`src/rtl/pipe_hazard_ctrl_pkg.sv`:
```
// Shared types for the pipeline hazard controller: FSM encoding, the
// architectural zero register and the grouped pipeline-register controls.
package pipe_pkg;

  typedef enum logic [1:0] {
    RUN      = 2'd0,
    MEM_WAIT = 2'd1,
    HALT     = 2'd2
  } state_e;

  localparam logic [4:0] REG_ZERO = 5'd0;

  typedef struct packed {
    logic ifid_we;
    logic ifid_flush;
    logic idex_we;
    logic idex_flush;
    logic exmem_we;
    logic exmem_flush;
    logic memwb_we;
    logic memwb_flush;
  } ctrl_t;

  localparam ctrl_t CTRL_NORMAL = '{
    ifid_we: 1'b1, ifid_flush: 1'b0,
    idex_we: 1'b1, idex_flush: 1'b0,
    exmem_we: 1'b1, exmem_flush: 1'b0,
    memwb_we: 1'b1, memwb_flush: 1'b0
  };

  // Memory stall: everything up to EX/MEM holds, a bubble drains into MEM/WB.
  localparam ctrl_t CTRL_FROZEN = '{
    ifid_we: 1'b0, ifid_flush: 1'b0,
    idex_we: 1'b0, idex_flush: 1'b0,
    exmem_we: 1'b0, exmem_flush: 1'b0,
    memwb_we: 1'b0, memwb_flush: 1'b1
  };

  localparam ctrl_t CTRL_IDLE = '0;

endpackage

```
`src/rtl/pipe_hazard_ctrl_if.sv`:
```
// Bundle between the pipeline datapath and the hazard controller: hazard
// sources flow in, register enables and flushes flow out.
interface pipe_hazard_ctrl_if;

  logic [4:0] id_rs_i;
  logic [4:0] id_rt_i;
  logic       id_uses_rt_i;
  logic       ex_memread_i;
  logic [4:0] ex_rt_i;
  logic       branch_taken_mem_i;
  logic       jump_mem_i;
  logic       dm_req_i;
  logic       dm_ready_i;

  logic       pc_we_o;
  logic       ifid_we_o;
  logic       idex_we_o;
  logic       exmem_we_o;
  logic       memwb_we_o;
  logic       ifid_flush_o;
  logic       idex_flush_o;
  logic       exmem_flush_o;
  logic       memwb_flush_o;

  modport master (
    output id_rs_i, id_rt_i, id_uses_rt_i, ex_memread_i, ex_rt_i,
           branch_taken_mem_i, jump_mem_i, dm_req_i, dm_ready_i,
    input  pc_we_o, ifid_we_o, idex_we_o, exmem_we_o, memwb_we_o,
           ifid_flush_o, idex_flush_o, exmem_flush_o, memwb_flush_o
  );

  modport slave (
    input  id_rs_i, id_rt_i, id_uses_rt_i, ex_memread_i, ex_rt_i,
           branch_taken_mem_i, jump_mem_i, dm_req_i, dm_ready_i,
    output pc_we_o, ifid_we_o, idex_we_o, exmem_we_o, memwb_we_o,
           ifid_flush_o, idex_flush_o, exmem_flush_o, memwb_flush_o
  );

endinterface

```
`src/rtl/pipe_hazard_ctrl_sat_counter.sv`:
```
// Saturating up-counter used for the stall and redirect performance counters.
module sat_counter #(
  parameter int W = 16
) (
  input  logic         clk_i,
  input  logic         rst_n,
  input  logic         inc_i,
  output logic [W-1:0] cnt_o
);

  logic [W-1:0] cnt_q;

  always_ff @(posedge clk_i or negedge rst_n) begin
    if (!rst_n) begin
      cnt_q <= '0;
    end else if (inc_i && (cnt_q != {W{1'b1}})) begin
      cnt_q <= cnt_q + W'(1);
    end
  end

  assign cnt_o = cnt_q;

endmodule

```
`src/rtl/pipe_hazard_ctrl.sv`:
```
// Stall/flush sequencer for the 5-stage pipeline: combinational controls from
// the hazard terms and FSM state, plus a sticky memory-timeout halt.
module pipe_hazard_ctrl
  import pipe_pkg::*;
#(
  parameter int WAIT_LIMIT = 255,
  parameter int CNT_W      = 16
) (
  input  logic             clk_i,
  input  logic             rst_n,
  pipe_hazard_ctrl_if.slave hz,
  output logic [1:0]       state_o,
  output logic             halt_o,
  output logic [CNT_W-1:0] stall_cnt_o,
  output logic [CNT_W-1:0] flush_cnt_o
);

  localparam int WC_W = $clog2(WAIT_LIMIT + 1);
  localparam logic [WC_W-1:0] WAIT_MAX = WC_W'(WAIT_LIMIT);

  state_e          state_q;
  logic [WC_W-1:0] wait_cnt_q;
  logic            halt_q;

  logic  load_use;
  logic  redirect;
  logic  mem_busy;
  ctrl_t ctrl;
  logic  pc_we;
  logic  flush_evt;

  // Register zero never carries a real dependency, so it cannot cause a stall.
  assign load_use = hz.ex_memread_i && (hz.ex_rt_i != REG_ZERO) &&
                    ((hz.ex_rt_i == hz.id_rs_i) ||
                     (hz.id_uses_rt_i && (hz.ex_rt_i == hz.id_rt_i)));
  assign redirect = hz.branch_taken_mem_i || hz.jump_mem_i;
  assign mem_busy = hz.dm_req_i && !hz.dm_ready_i;

  always_comb begin
    ctrl      = CTRL_NORMAL;
    pc_we     = 1'b1;
    flush_evt = 1'b0;
    case (state_q)
      RUN: begin
        if (mem_busy) begin
          ctrl  = CTRL_FROZEN;
          pc_we = 1'b0;
        end else if (redirect) begin
          ctrl.ifid_flush  = 1'b1;
          ctrl.idex_flush  = 1'b1;
          ctrl.exmem_flush = 1'b1;
          flush_evt        = 1'b1;
        end else if (load_use) begin
          pc_we           = 1'b0;
          ctrl.ifid_we    = 1'b0;
          ctrl.idex_flush = 1'b1;
        end
      end
      MEM_WAIT: begin
        if (!hz.dm_ready_i) begin
          ctrl  = CTRL_FROZEN;
          pc_we = 1'b0;
        end
      end
      HALT: begin
        ctrl  = CTRL_IDLE;
        pc_we = 1'b0;
      end
      default: begin
        ctrl  = CTRL_NORMAL;
        pc_we = 1'b1;
      end
    endcase
    if (!rst_n) begin
      ctrl      = CTRL_IDLE;
      pc_we     = 1'b0;
      flush_evt = 1'b0;
    end
  end

  // A ready on the limit cycle still wins; only a missing ready there halts.
  always_ff @(posedge clk_i or negedge rst_n) begin
    if (!rst_n) begin
      state_q    <= RUN;
      wait_cnt_q <= '0;
      halt_q     <= 1'b0;
    end else begin
      case (state_q)
        RUN: begin
          if (mem_busy) begin
            state_q    <= MEM_WAIT;
            wait_cnt_q <= WC_W'(1);
          end
        end
        MEM_WAIT: begin
          if (hz.dm_ready_i) begin
            state_q    <= RUN;
            wait_cnt_q <= '0;
          end else if (wait_cnt_q >= WAIT_MAX) begin
            state_q <= HALT;
            halt_q  <= 1'b1;
          end else begin
            wait_cnt_q <= wait_cnt_q + WC_W'(1);
          end
        end
        HALT: begin
          halt_q <= 1'b1;
        end
        default: begin
          state_q    <= RUN;
          wait_cnt_q <= '0;
        end
      endcase
    end
  end

  sat_counter #(.W(CNT_W)) u_stall_cnt (
    .clk_i (clk_i),
    .rst_n (rst_n),
    .inc_i (!pc_we),
    .cnt_o (stall_cnt_o)
  );

  sat_counter #(.W(CNT_W)) u_flush_cnt (
    .clk_i (clk_i),
    .rst_n (rst_n),
    .inc_i (flush_evt),
    .cnt_o (flush_cnt_o)
  );

  assign hz.pc_we_o       = pc_we;
  assign hz.ifid_we_o     = ctrl.ifid_we;
  assign hz.idex_we_o     = ctrl.idex_we;
  assign hz.exmem_we_o    = ctrl.exmem_we;
  assign hz.memwb_we_o    = ctrl.memwb_we;
  assign hz.ifid_flush_o  = ctrl.ifid_flush;
  assign hz.idex_flush_o  = ctrl.idex_flush;
  assign hz.exmem_flush_o = ctrl.exmem_flush;
  assign hz.memwb_flush_o = ctrl.memwb_flush;

  assign state_o = state_q;
  assign halt_o  = halt_q;

endmodule

```
`src/flat_wrapper.sv`:
```
// flat-port wrapper written by rule: the top's interface ports become plain ports
module pipe_hazard_ctrl_flat import pipe_pkg::*;
#(
  parameter int WAIT_LIMIT = 255,
  parameter int CNT_W      = 16
)
  (clk_i, rst_n, state_o, halt_o, stall_cnt_o, flush_cnt_o, hz_id_rs_i, hz_id_rt_i, hz_id_uses_rt_i, hz_ex_memread_i, hz_ex_rt_i, hz_branch_taken_mem_i, hz_jump_mem_i, hz_dm_req_i, hz_dm_ready_i, hz_pc_we_o, hz_ifid_we_o, hz_idex_we_o, hz_exmem_we_o, hz_memwb_we_o, hz_ifid_flush_o, hz_idex_flush_o, hz_exmem_flush_o, hz_memwb_flush_o);
  pipe_hazard_ctrl_if hz_i ();
  input  logic clk_i;
  input  logic rst_n;
  output logic [1:0] state_o;
  output logic halt_o;
  output logic [CNT_W-1:0] stall_cnt_o;
  output logic [CNT_W-1:0] flush_cnt_o;
  input wire logic [$bits(hz_i.id_rs_i)-1:0] hz_id_rs_i;
  input wire logic [$bits(hz_i.id_rt_i)-1:0] hz_id_rt_i;
  input wire logic [$bits(hz_i.id_uses_rt_i)-1:0] hz_id_uses_rt_i;
  input wire logic [$bits(hz_i.ex_memread_i)-1:0] hz_ex_memread_i;
  input wire logic [$bits(hz_i.ex_rt_i)-1:0] hz_ex_rt_i;
  input wire logic [$bits(hz_i.branch_taken_mem_i)-1:0] hz_branch_taken_mem_i;
  input wire logic [$bits(hz_i.jump_mem_i)-1:0] hz_jump_mem_i;
  input wire logic [$bits(hz_i.dm_req_i)-1:0] hz_dm_req_i;
  input wire logic [$bits(hz_i.dm_ready_i)-1:0] hz_dm_ready_i;
  output wire logic [$bits(hz_i.pc_we_o)-1:0] hz_pc_we_o;
  output wire logic [$bits(hz_i.ifid_we_o)-1:0] hz_ifid_we_o;
  output wire logic [$bits(hz_i.idex_we_o)-1:0] hz_idex_we_o;
  output wire logic [$bits(hz_i.exmem_we_o)-1:0] hz_exmem_we_o;
  output wire logic [$bits(hz_i.memwb_we_o)-1:0] hz_memwb_we_o;
  output wire logic [$bits(hz_i.ifid_flush_o)-1:0] hz_ifid_flush_o;
  output wire logic [$bits(hz_i.idex_flush_o)-1:0] hz_idex_flush_o;
  output wire logic [$bits(hz_i.exmem_flush_o)-1:0] hz_exmem_flush_o;
  output wire logic [$bits(hz_i.memwb_flush_o)-1:0] hz_memwb_flush_o;
  assign hz_i.id_rs_i = hz_id_rs_i;
  assign hz_i.id_rt_i = hz_id_rt_i;
  assign hz_i.id_uses_rt_i = hz_id_uses_rt_i;
  assign hz_i.ex_memread_i = hz_ex_memread_i;
  assign hz_i.ex_rt_i = hz_ex_rt_i;
  assign hz_i.branch_taken_mem_i = hz_branch_taken_mem_i;
  assign hz_i.jump_mem_i = hz_jump_mem_i;
  assign hz_i.dm_req_i = hz_dm_req_i;
  assign hz_i.dm_ready_i = hz_dm_ready_i;
  assign hz_pc_we_o = hz_i.pc_we_o;
  assign hz_ifid_we_o = hz_i.ifid_we_o;
  assign hz_idex_we_o = hz_i.idex_we_o;
  assign hz_exmem_we_o = hz_i.exmem_we_o;
  assign hz_memwb_we_o = hz_i.memwb_we_o;
  assign hz_ifid_flush_o = hz_i.ifid_flush_o;
  assign hz_idex_flush_o = hz_i.idex_flush_o;
  assign hz_exmem_flush_o = hz_i.exmem_flush_o;
  assign hz_memwb_flush_o = hz_i.memwb_flush_o;
  pipe_hazard_ctrl #(.WAIT_LIMIT(WAIT_LIMIT), .CNT_W(CNT_W)) u_core (.clk_i(clk_i), .rst_n(rst_n), .hz(hz_i), .state_o(state_o), .halt_o(halt_o), .stall_cnt_o(stall_cnt_o), .flush_cnt_o(flush_cnt_o));
endmodule
```
`config.mk`:
```
export PLATFORM = sky130hd
export DESIGN_NAME = pipe_hazard_ctrl_flat
export DESIGN_NICKNAME = d
export VERILOG_FILES = /design/src/rtl/pipe_hazard_ctrl_pkg.sv /design/src/rtl/pipe_hazard_ctrl_if.sv /design/src/rtl/pipe_hazard_ctrl_sat_counter.sv /design/src/rtl/pipe_hazard_ctrl.sv /design/src/flat_wrapper.sv
export SDC_FILE = /design/constraint.sdc
export NUM_CORES = 1
export LEC_CHECK = 0
export BUFFER_PORTS_ARGS = -buffer_cell sky130_fd_sc_hd__buf_2
export CAP_MARGIN = 40
export CORE_UTILIZATION = 45
export CTS_CLUSTER_SIZE = 40
export DETAILED_ROUTE_END_ITERATION = 12
export PLACE_DENSITY = 0.72
export SETUP_SLACK_MARGIN = 0.4
export SLEW_MARGIN = 20
export SYNTH_ARGS = -nofsm -noshare
export SYNTH_HDL_FRONTEND = slang
export SYNTH_HIERARCHICAL = 1
export SYNTH_SLANG_ARGS = --single-unit
export TNS_END_PERCENT = 50
```
`constraint.sdc`:
```
create_clock -name clk_i -period 2.8 [get_ports clk_i]
set_clock_uncertainty 0.2 [all_clocks]
set_input_delay 0.42 -clock clk_i [delete_from_list [all_inputs] [get_ports clk_i]]
set_output_delay 0.42 -clock clk_i [all_outputs]
set_load 0.1 [all_outputs]
```
# Yosys cells after proc, flatten, opt, wreduce, memory -nomap -nowiden
# Cells that the tools add are included.
[op_classes] n_mux=30 multipliers=0 bitwise_logic=1 addsub=3 eq_ne=11 reduce_logical=16 shifts=0 div=0 order_cmp=1
[op_table] cell="$pmux 8 s3" n=2
[op_table] cell="$mux 8" n=5
[op_table] cell="$add 16x1->16 const B" n=2
[op_table] cell="$ne 16x16->1 const B" n=2
[op_table] cell="$mux 1" n=15
[op_table] cell="$eq 5x5->1" n=2
[op_table] cell="$mux 2" n=5
[op_table] cell="$reduce_and 3->1" n=3
[op_table] cell="$add 8x1->8 const B" n=1
[op_table] cell="$ge 8x8->1 const B" n=1
[op_table] cell="$logic_and 1x1->1" n=6
[op_table] cell="$pmux 2 s3" n=1
[op_table] cell="$reduce_bool 5->1" n=1
[op_table] cell="$ne 2x1->1 const B" n=2
[op_table] cell="$ne 3x2->1 const B" n=1
[op_table] cell="$ne 3x3->1 const B" n=1
[op_table] cell="$pmux 1 s3" n=1
[op_table] cell="$eq 2x1->1 const B" n=1
[op_table] cell="$eq 2x2->1 const B" n=1
[op_table] cell="$logic_not 1->1" n=2
[op_table] cell="$logic_not 2->1" n=1
[op_table] cell="$logic_or 1x1->1" n=2
[op_table] cell="$ne 2x2->1 const B" n=1
[op_table] cell="$pmux 1 s2" n=1
[op_table] cell="other kinds (2)" n=2
[word_totals] out_inout_bits=44 ff_bits=43 ram_bits=0 memories=0 rom_bits=0 elab_cells=67 in_bits=23 latchBits=0

# Longest topological paths before layout
# Gate-level depths: netlist of the first run.
[depth] word_depth=11 mapped_depth=8 depth_no_buf=8

# Modules after synthesis
# The synthesis of the first run kept the hierarchy.
[by_module_without_submodules] mod="sat_counter" cells_each=72 area_each_um2=859.6 instances=2
[by_module_without_submodules] mod="pipe_hazard_ctrl" cells_each=95 area_each_um2=830.8 instances=1

# Worst setup path after synthesis of the first run
# Ideal clock, no wire load.
[synth_path] path_kind="flip-flop to output port" startpoint="register u_core.state_q[1], in the netlist u_core/state_o[1]" endpoint="output port hz_pc_we_o" path_stages_with_launch=6 t_arrival_ps=5210 setup_slack_ps=-3030 n_path_buf=2 cell_sequence="dfrtp_1 -> nor2_1 -> buf_4 -> o21ai_0 -> o41a_1 -> buf_4"
[synth_via] elab_chain_len=3 elab_cells_between_ends=5 cone_classes="eq/ne (2); mux (2); reduce/logical (1)"
[synth_lines] item="from (decl)" line="pipe_hazard_ctrl.sv:21" rtl="state_e state_q;"
[synth_lines] item="from (signal assigned)" line="pipe_hazard_ctrl.sv:84" rtl="state_q <= RUN;"
[synth_lines] item="from (signal assigned)" line="pipe_hazard_ctrl.sv:91" rtl="state_q <= MEM_WAIT;"
[synth_lines] item="from (signal assigned)" line="pipe_hazard_ctrl.sv:97" rtl="state_q <= RUN;"
[synth_lines] item="$eq 2x2->1, or another cell as far along" line="pipe_hazard_ctrl.sv:43" rtl="case (state_q)"
[synth_lines] item="$pmux 1 s3 (*)" line="pipe_hazard_ctrl.sv:43"
[synth_lines] item="$mux 1 (*)" line="pipe_hazard_ctrl.sv:74" rtl="if (!rst_n) begin"
[synth_lines] item="to (decl)" line="flat_wrapper.sv:24" rtl="output wire logic [$bits(hz_i.pc_we_o)-1:0] hz_pc_we_o;"
# Mark *: on every way between the ends. The rest lies on a longest branch, timed or not.

# Worst setup path after layout of the first run
[layout_path] startpoint="input port hz_id_rt_i[1]" endpoint="output port hz_pc_we_o"
[layout_via] elab_chain_len=9
[layout_lines] item="from (decl)" line="flat_wrapper.sv:16" rtl="input wire logic [$bits(hz_i.id_rt_i)-1:0] hz_id_rt_i;"
[layout_lines] item="$eq 5x5->1" line="pipe_hazard_ctrl.sv:35" rtl="(hz.id_uses_rt_i && (hz.ex_rt_i == hz.id_rt_i)));"
[layout_lines] item="$logic_and 1x1->1" line="pipe_hazard_ctrl.sv:35"
[layout_lines] item="$logic_or 1x1->1" line="pipe_hazard_ctrl.sv:34" rtl="((hz.ex_rt_i == hz.id_rs_i) ||"
[layout_lines] item="$logic_and 1x1->1" line="pipe_hazard_ctrl.sv:33" rtl="assign load_use = hz.ex_memread_i && (hz.ex_rt_i != REG_ZERO) &&"
[layout_lines] item="$mux 1" line="pipe_hazard_ctrl.sv:53" rtl="end else if (load_use) begin"
[layout_lines] item="$mux 1" line="pipe_hazard_ctrl.sv:48" rtl="end else if (redirect) begin"
[layout_lines] item="$mux 1" line="pipe_hazard_ctrl.sv:45" rtl="if (mem_busy) begin"
[layout_lines] item="$pmux 1 s3" line="pipe_hazard_ctrl.sv:43"
[layout_lines] item="$mux 1" line="pipe_hazard_ctrl.sv:74"
# Every way passes these cells.

==> flow_metrics.tcl, run 1 <==
set metrics [dict create \
    grt_overflow 0 \
    seqPwrFrac_pct 34.6 \
    ioPinCount 67 \
    antenna_found_initial 0 \
    synth_fp_nets 265 \
    initial_utilization_pct 46.6 \
    gr-usage-all-layers_pct 20.8 \
    synthCells 239 \
    synth_edf_count 0 \
    ys_seq_elements 43 \
    diodes 0 \
    routed_wl_um 6030 \
    power_density_nw_per_um2 725 \
    async_reset_ff_share_pct 100 \
    post-route-drc-count 0 \
    nFillCells 451 \
    firstDrtPassIters 6 \
    hold_violations 0 \
    clk_path_buf_depth 2 \
    clock.fmax_mhz 391 \
    endpoint_kind "output pin" \
    vias 2274 \
    avgSynthCellArea_sq_um 10.7 \
    grt_max_degree 44 \
    combinationalPowerShare_pct 50.3 \
    die_h_um 77.3 \
    root_buffer "clkbuf_8" \
    post-route-period-util_pct 91.3 \
    regArea_sq_um 1080 \
    final_area_sq_um 3470 \
    hold-worst-slack_ns 0.0492 \
    placed_cells 377 \
    synth.top_cell.area_share_pct 42.2 \
    yosysWarnings 6 \
    antenna_left 0 \
    drive_above_1_share_pct 41.7 \
    holdBufCountCts 0 \
    core_sq_um 5470 \
    worstPathMaxFanout 2 \
    hold_path_class "in -> async" \
    p_switching_mw 1.33 \
    rows 27 \
    syn_area_sq_um 2550 \
    syn_to_final_growth_pct 36.1 \
    startpoint_type "primary input" \
    maxCapViolCount 0 \
    p_sw_share_pct 52.8 \
    synth_top_flop_cell "dfrtp_1" \
    grt_pass1_wl_um 9800 \
    synth_cell_types 50 \
    ir_drop_mv 1.11 \
    worstPathRequired_ns 2.18 \
    globalplace.congestion 0.905 \
    rsz0062_at_grt "yes" \
    yosysTopAreaCell "dfrtp_1" \
    multi_input_area_sq_um 1550 \
    r2r-start "u_core/state_o[0]" \
    port_buffers 66 \
    seq_area_frac_synth_pct 42.2 \
    post_drt_wl_per_cell_um 15.2 \
    synth_most_common_cell "dfrtp_1" \
    fin_crit_ns 2.56 \
    crit_type "in -> out" \
    clkSlewWorstSetupHoldPaths_ns 0.08 \
    finalPower_mw 2.52 \
    drv_slew 0 \
    max_slew.worst_pin.slew_ns 0.841 \
    critPathLaunch "hz_id_rt_i[1]" \
    leakage_nw 1.63 \
    nNetsFinal 351 \
    synth_common_cells "dfrtp_1 (43), nand4_1 (16), nand2_1 (15)" \
    final_cells 398 \
    viasPerCell 5.71 \
    clkPwrFrac_pct 15.1 \
    relSlewSlack_pct 43.8 \
    internal_power_mw 1.19 \
    numCtsBuffers 5 \
    dp_hpwl_um 4300 \
    die_x_um 77.3 \
    htreeDepth 2 \
    synth_area_leaders "dfrtp_1 (42%), xor2_1 (4.5%), nand4_1 (3.9%), xnor2_1 (3.8%), nor4_4 (3.3%)" \
    grt_pass1_vias 2108 \
    die_area_sq_um 5970 \
    insertion_delay_ns 0.29 \
    cts_sinks 43 \
    setup_viol_count_final 0 \
    place_area_sq_um 3190 \
    cts_tree "built" \
    drtIter0Drc 164 \
    critPathArrivalTime_ns 1.94 \
    status "complete, no violations" \
]
cell families (layout without fill, tap and decap cells):
logic type / count (synthesis) / in the layout / share of synthesized area (%)
AOI/OAI and AO/OA: 60 / 60 / 17.1
xor gates and xnor gates: 24 / 24 / 8.24
adders and majority gates: 3 / 3 / 1.47
buffers and inverters: 8 / 95 / 2.06
DFF: 43 / 43 / 42.2
muxes: 2 / 2 / 0.883
and+or+nand+nor: 99 / 99 / 28.0
final cells by class:
type / count / share of cell area (%)
tap: 72 / 2.60
timing repair buffer: 85 / 19.0
clock buffer: 7 / 2.20
clock inverter: 1 / 0.144
multi-input combinational: 188 / 44.7
inverter: 2 / 0.216
sequential: 43 / 31.2
timing repair:
action                                  in CTS  in global routing
pin swaps                                   11                  4
resized for setup                           16                  9
endpoints found under the setup margin      19                 30
buffers inserted                             8                  5
registers in the layout, indices dropped and copies added, names as in the netlist:
signal,cells
u_core/halt_o,1
u_core/wait_cnt_q,8
u_core/u_stall_cnt/cnt_o,16
u_core/state_o,2
u_core/u_flush_cnt/cnt_o,16
worst max-delay path: stages:
cell     delay [ns]
buf_6          0.09
xor2_1         0.14
nor4_1         0.30
a32oi_1        0.17
buf_4          0.17
o41a_4         0.46
buf_12         0.18
power by group through the flow:
| stage | combinational [mW] | clock [mW] | sequential [mW] |
|---|---|---|---|
| floorplan | 0.346 | 0 | 1.48 |
| global placement | 1.19 | 0 | 0.881 |
| detailed placement | 1.19 | 0 | 0.881 |
| CTS | 1.23 | 0.397 | 0.868 |
| global route | 1.32 | 0.427 | 0.888 |
| finish | 1.26 | 0.381 | 0.871 |
stage by stage:
step / TNS (ns) / setup slack, ns / util, %
after global placement: 0 / 0.113 / 58.3
after detailed placement: 0 / 0.0337 / 58.3
after floorplan: -2.82 / -0.326 / -
after CTS: 0 / 0.217 / 62.0
after global routing: 0 / 0.169 / 63.4
final: 0 / 0.245 / 63.4
metal layers:
layer  track usage, %  part of all wire (%)  vias to the layer above
met5                0                     0                        -
met4             8.30                   1.8                        0
met3             5.48                   6.4                       13
met2             34.2                    48                       77
met1             25.7                    43                     1084
li1                 -                     -                     1100
worst paths after layout:
kind / to / slack, ns / depth (start not counted)
setup / recovery: hz_pc_we_o / 0.24 / 7
hold / removal: u_core/state_o[1] / 0.05 / 2
setup reg to reg: u_core/u_flush_cnt/cnt_o[14] / 0.24 / 8
hold reg to reg: u_core/halt_o / 0.27 / 1
max in group asynchronous: u_core/state_o[0] / 1.95 / 2
min in group clk_i: u_core/halt_o / 0.27 / 1
cell usage in the layout, fill, tap and decap left out, drive strengths merged, types with 8 or more instances in the layout:
| cell | instances |
|---|---|
| a31oi | 8 |
| nand3 | 13 |
| nand2 | 15 |
| o21a | 10 |
| a21oi | 14 |
| dfrtp | 43 |
| xor2 | 13 |
| nor2 | 16 |
| buf | 85 |
| nand4 | 21 |
| xnor2 | 11 |
Power figures use the tool's default switching activity.
==> inputs of run 2 (changes only) <==
Settings changed: CORE_UTILIZATION 45 to 48, PLACE_DENSITY 0.72 to 0.77.
==> run 2 against run 1 <==
Core utilization rose by 3.6 points. Critical path depth is the same. Die area shrank 6.1%. Non-clock buffer count decreased by 2. Combinational power barely moved. Final cell count decreased by 1.0%. Setup slack got worse by 0.0083 ns. Fmax down 0.32%. Worst hold slack better by 0.0061 ns. Routed wire length down 2.2%.
==> flow_metrics.tcl, run 2 (synthesis gave the netlist of run 1 again) <==
set metrics [dict create \
    routed_wl_um 5900 \
    grt_max_degree 44 \
    rows 26 \
    antenna_found_initial 0 \
    insertion_delay_ns 0.29 \
    diodes 0 \
    drive_above_1_share_pct 41.4 \
    grt_pass1_wl_um 9270 \
    clock.fmax_mhz 390 \
    hold-worst-slack_ns 0.0554 \
    grt_overflow 0 \
    die_h_um 74.9 \
    fin_crit_ns 2.56 \
    rsz0062_at_grt "yes" \
    relSlewSlack_pct 45.1 \
    slowest_stage "o41a_4" \
    nNetsFinal 349 \
    clk_path_buf_depth 2 \
    setup_viol_count_final 0 \
    ioPinCount 67 \
    status "complete, no violations" \
    maxCapViolCount 0 \
    core_sq_um 5110 \
    dp_hpwl_um 4210 \
    worstPathMaxFanout 2 \
    die_area_sq_um 5610 \
    grt_pass1_vias 2009 \
    crit_type "in -> out" \
    post-route-period-util_pct 91.5 \
    multi_input_area_sq_um 1520 \
    critical_path_depth 7 \
    max_slew.worst_pin.slew_ns 0.821 \
    path_cells "buf_6 -> xor2_1 -> nor4_1 -> a32oi_1 -> buf_4 -> o41a_4 -> buf_12" \
    viasPerCell 5.77 \
    cts_sinks 43 \
    die_x_um 74.9 \
    cts_tree "built" \
    leakage_nw 1.60 \
    endpoint_kind "output pin" \
    critPathArrivalTime_ns 1.94 \
    drv_slew 0 \
    numCtsBuffers 5 \
    drtIter0Drc 121 \
    regArea_sq_um 1080 \
    nFillCells 409 \
    final_cell_mix "buf_2 (53), dfrtp_1 (41), nand4_1 (16)" \
    worstPathRequired_ns 2.18 \
    port_buffers 66 \
    firstDrtPassIters 4 \
    vias 2273 \
    crit_family "compound AO/OA/AOI/OAI gates" \
    layout_commonest_cell "buf_2" \
    cp_slowest_stage_delay_ns 0.46 \
    finalPower_mw 2.53 \
    hold_path_class "in -> async" \
    r2r-end "u_core/u_stall_cnt/cnt_o[7]" \
    power_density_nw_per_um2 740 \
    htreeDepth 2 \
    reg2reg_setup_slack_ns 0.27 \
    hold_violations 0 \
    rr_worst_depth 9 \
    r2r-start "u_core/state_o[0]" \
    gr-usage-all-layers_pct 22.0 \
    clkSlewWorstSetupHoldPaths_ns 0.08 \
    initial_utilization_pct 49.9 \
    globalplace.congestion 0.900 \
    post_drt_wl_per_cell_um 15.0 \
    post-route-drc-count 0 \
    holdBufCountCts 0 \
    syn_to_final_growth_pct 34.2 \
    critPathBufInv 3 \
    antenna_left 0 \
    ir_drop_mv 1.08 \
    root_buffer "clkbuf_8" \
    startpoint_type "primary input" \
]
## run 2: through the flow
stage | instance area, sq um | util [%] | instances | setup TNS, ns | setup WS [ns]
2_1_floorplan | 2650 | - | 239 | -2.82 | -0.326
3_3_place_gp | 3190 | 62.5 | 376 | 0 | 0.110
3_5_place_dp | 3190 | 62.5 | 376 | 0 | 0.0566
4_1_cts | 3370 | 66.1 | 391 | 0 | 0.239
5_1_grt | 3420 | 67.0 | 394 | 0 | 0.178
6_report | 3420 | 67.0 | 394 | 0 | 0.237
## run 2: repair_timing
item,CTS,global route
resized for setup,8,6
setup endpoints to repair,18,31
pin swaps,8,4
buffers inserted,7,3
## run 2: report_power, final
group / leakage (nW) / switching, mW / total [mW] / internal, mW
Sequential: 0.573 / 0.157 / 0.871 / 0.713
Clock: 0.0482 / 0.207 / 0.406 / 0.199
Combinational: 0.975 / 0.960 / 1.26 / 0.296
## run 2: area by class of cell
type | count | area share (%)
clock inverter | 1 | 0.146
tap | 70 | 2.56
multi-input combinational | 188 | 44.5
timing repair buffer | 83 | 18.4
clock buffer | 7 | 2.52
inverter | 2 | 0.219
sequential | 43 | 31.7
## run 2: routing by layer
layer,vias up,track usage [%],routed length [um]
met5,-,0,0
met3,5,4.95,294
met1,1112,28.1,2670
li1,1095,-,-
met2,61,37.3,2880
met4,0,6.71,57
## run 2: how the worst max path moves through the flow
stage | slack (ns) | end | start
2_1_floorplan | -0.33 | hz_pc_we_o | u_core/state_o[1]
3_3_place_gp | 0.11 | u_core/u_stall_cnt/cnt_o[14] | hz_ex_rt_i[4]
3_5_place_dp | 0.06 | u_core/u_stall_cnt/cnt_o[14] | hz_ex_rt_i[4]
4_1_cts | 0.24 | hz_idex_flush_o | u_core/state_o[0]
5_1_grt | 0.18 | hz_ifid_we_o | hz_id_rt_i[1]
6_report | 0.24 | hz_ifid_we_o | hz_id_rt_i[1]
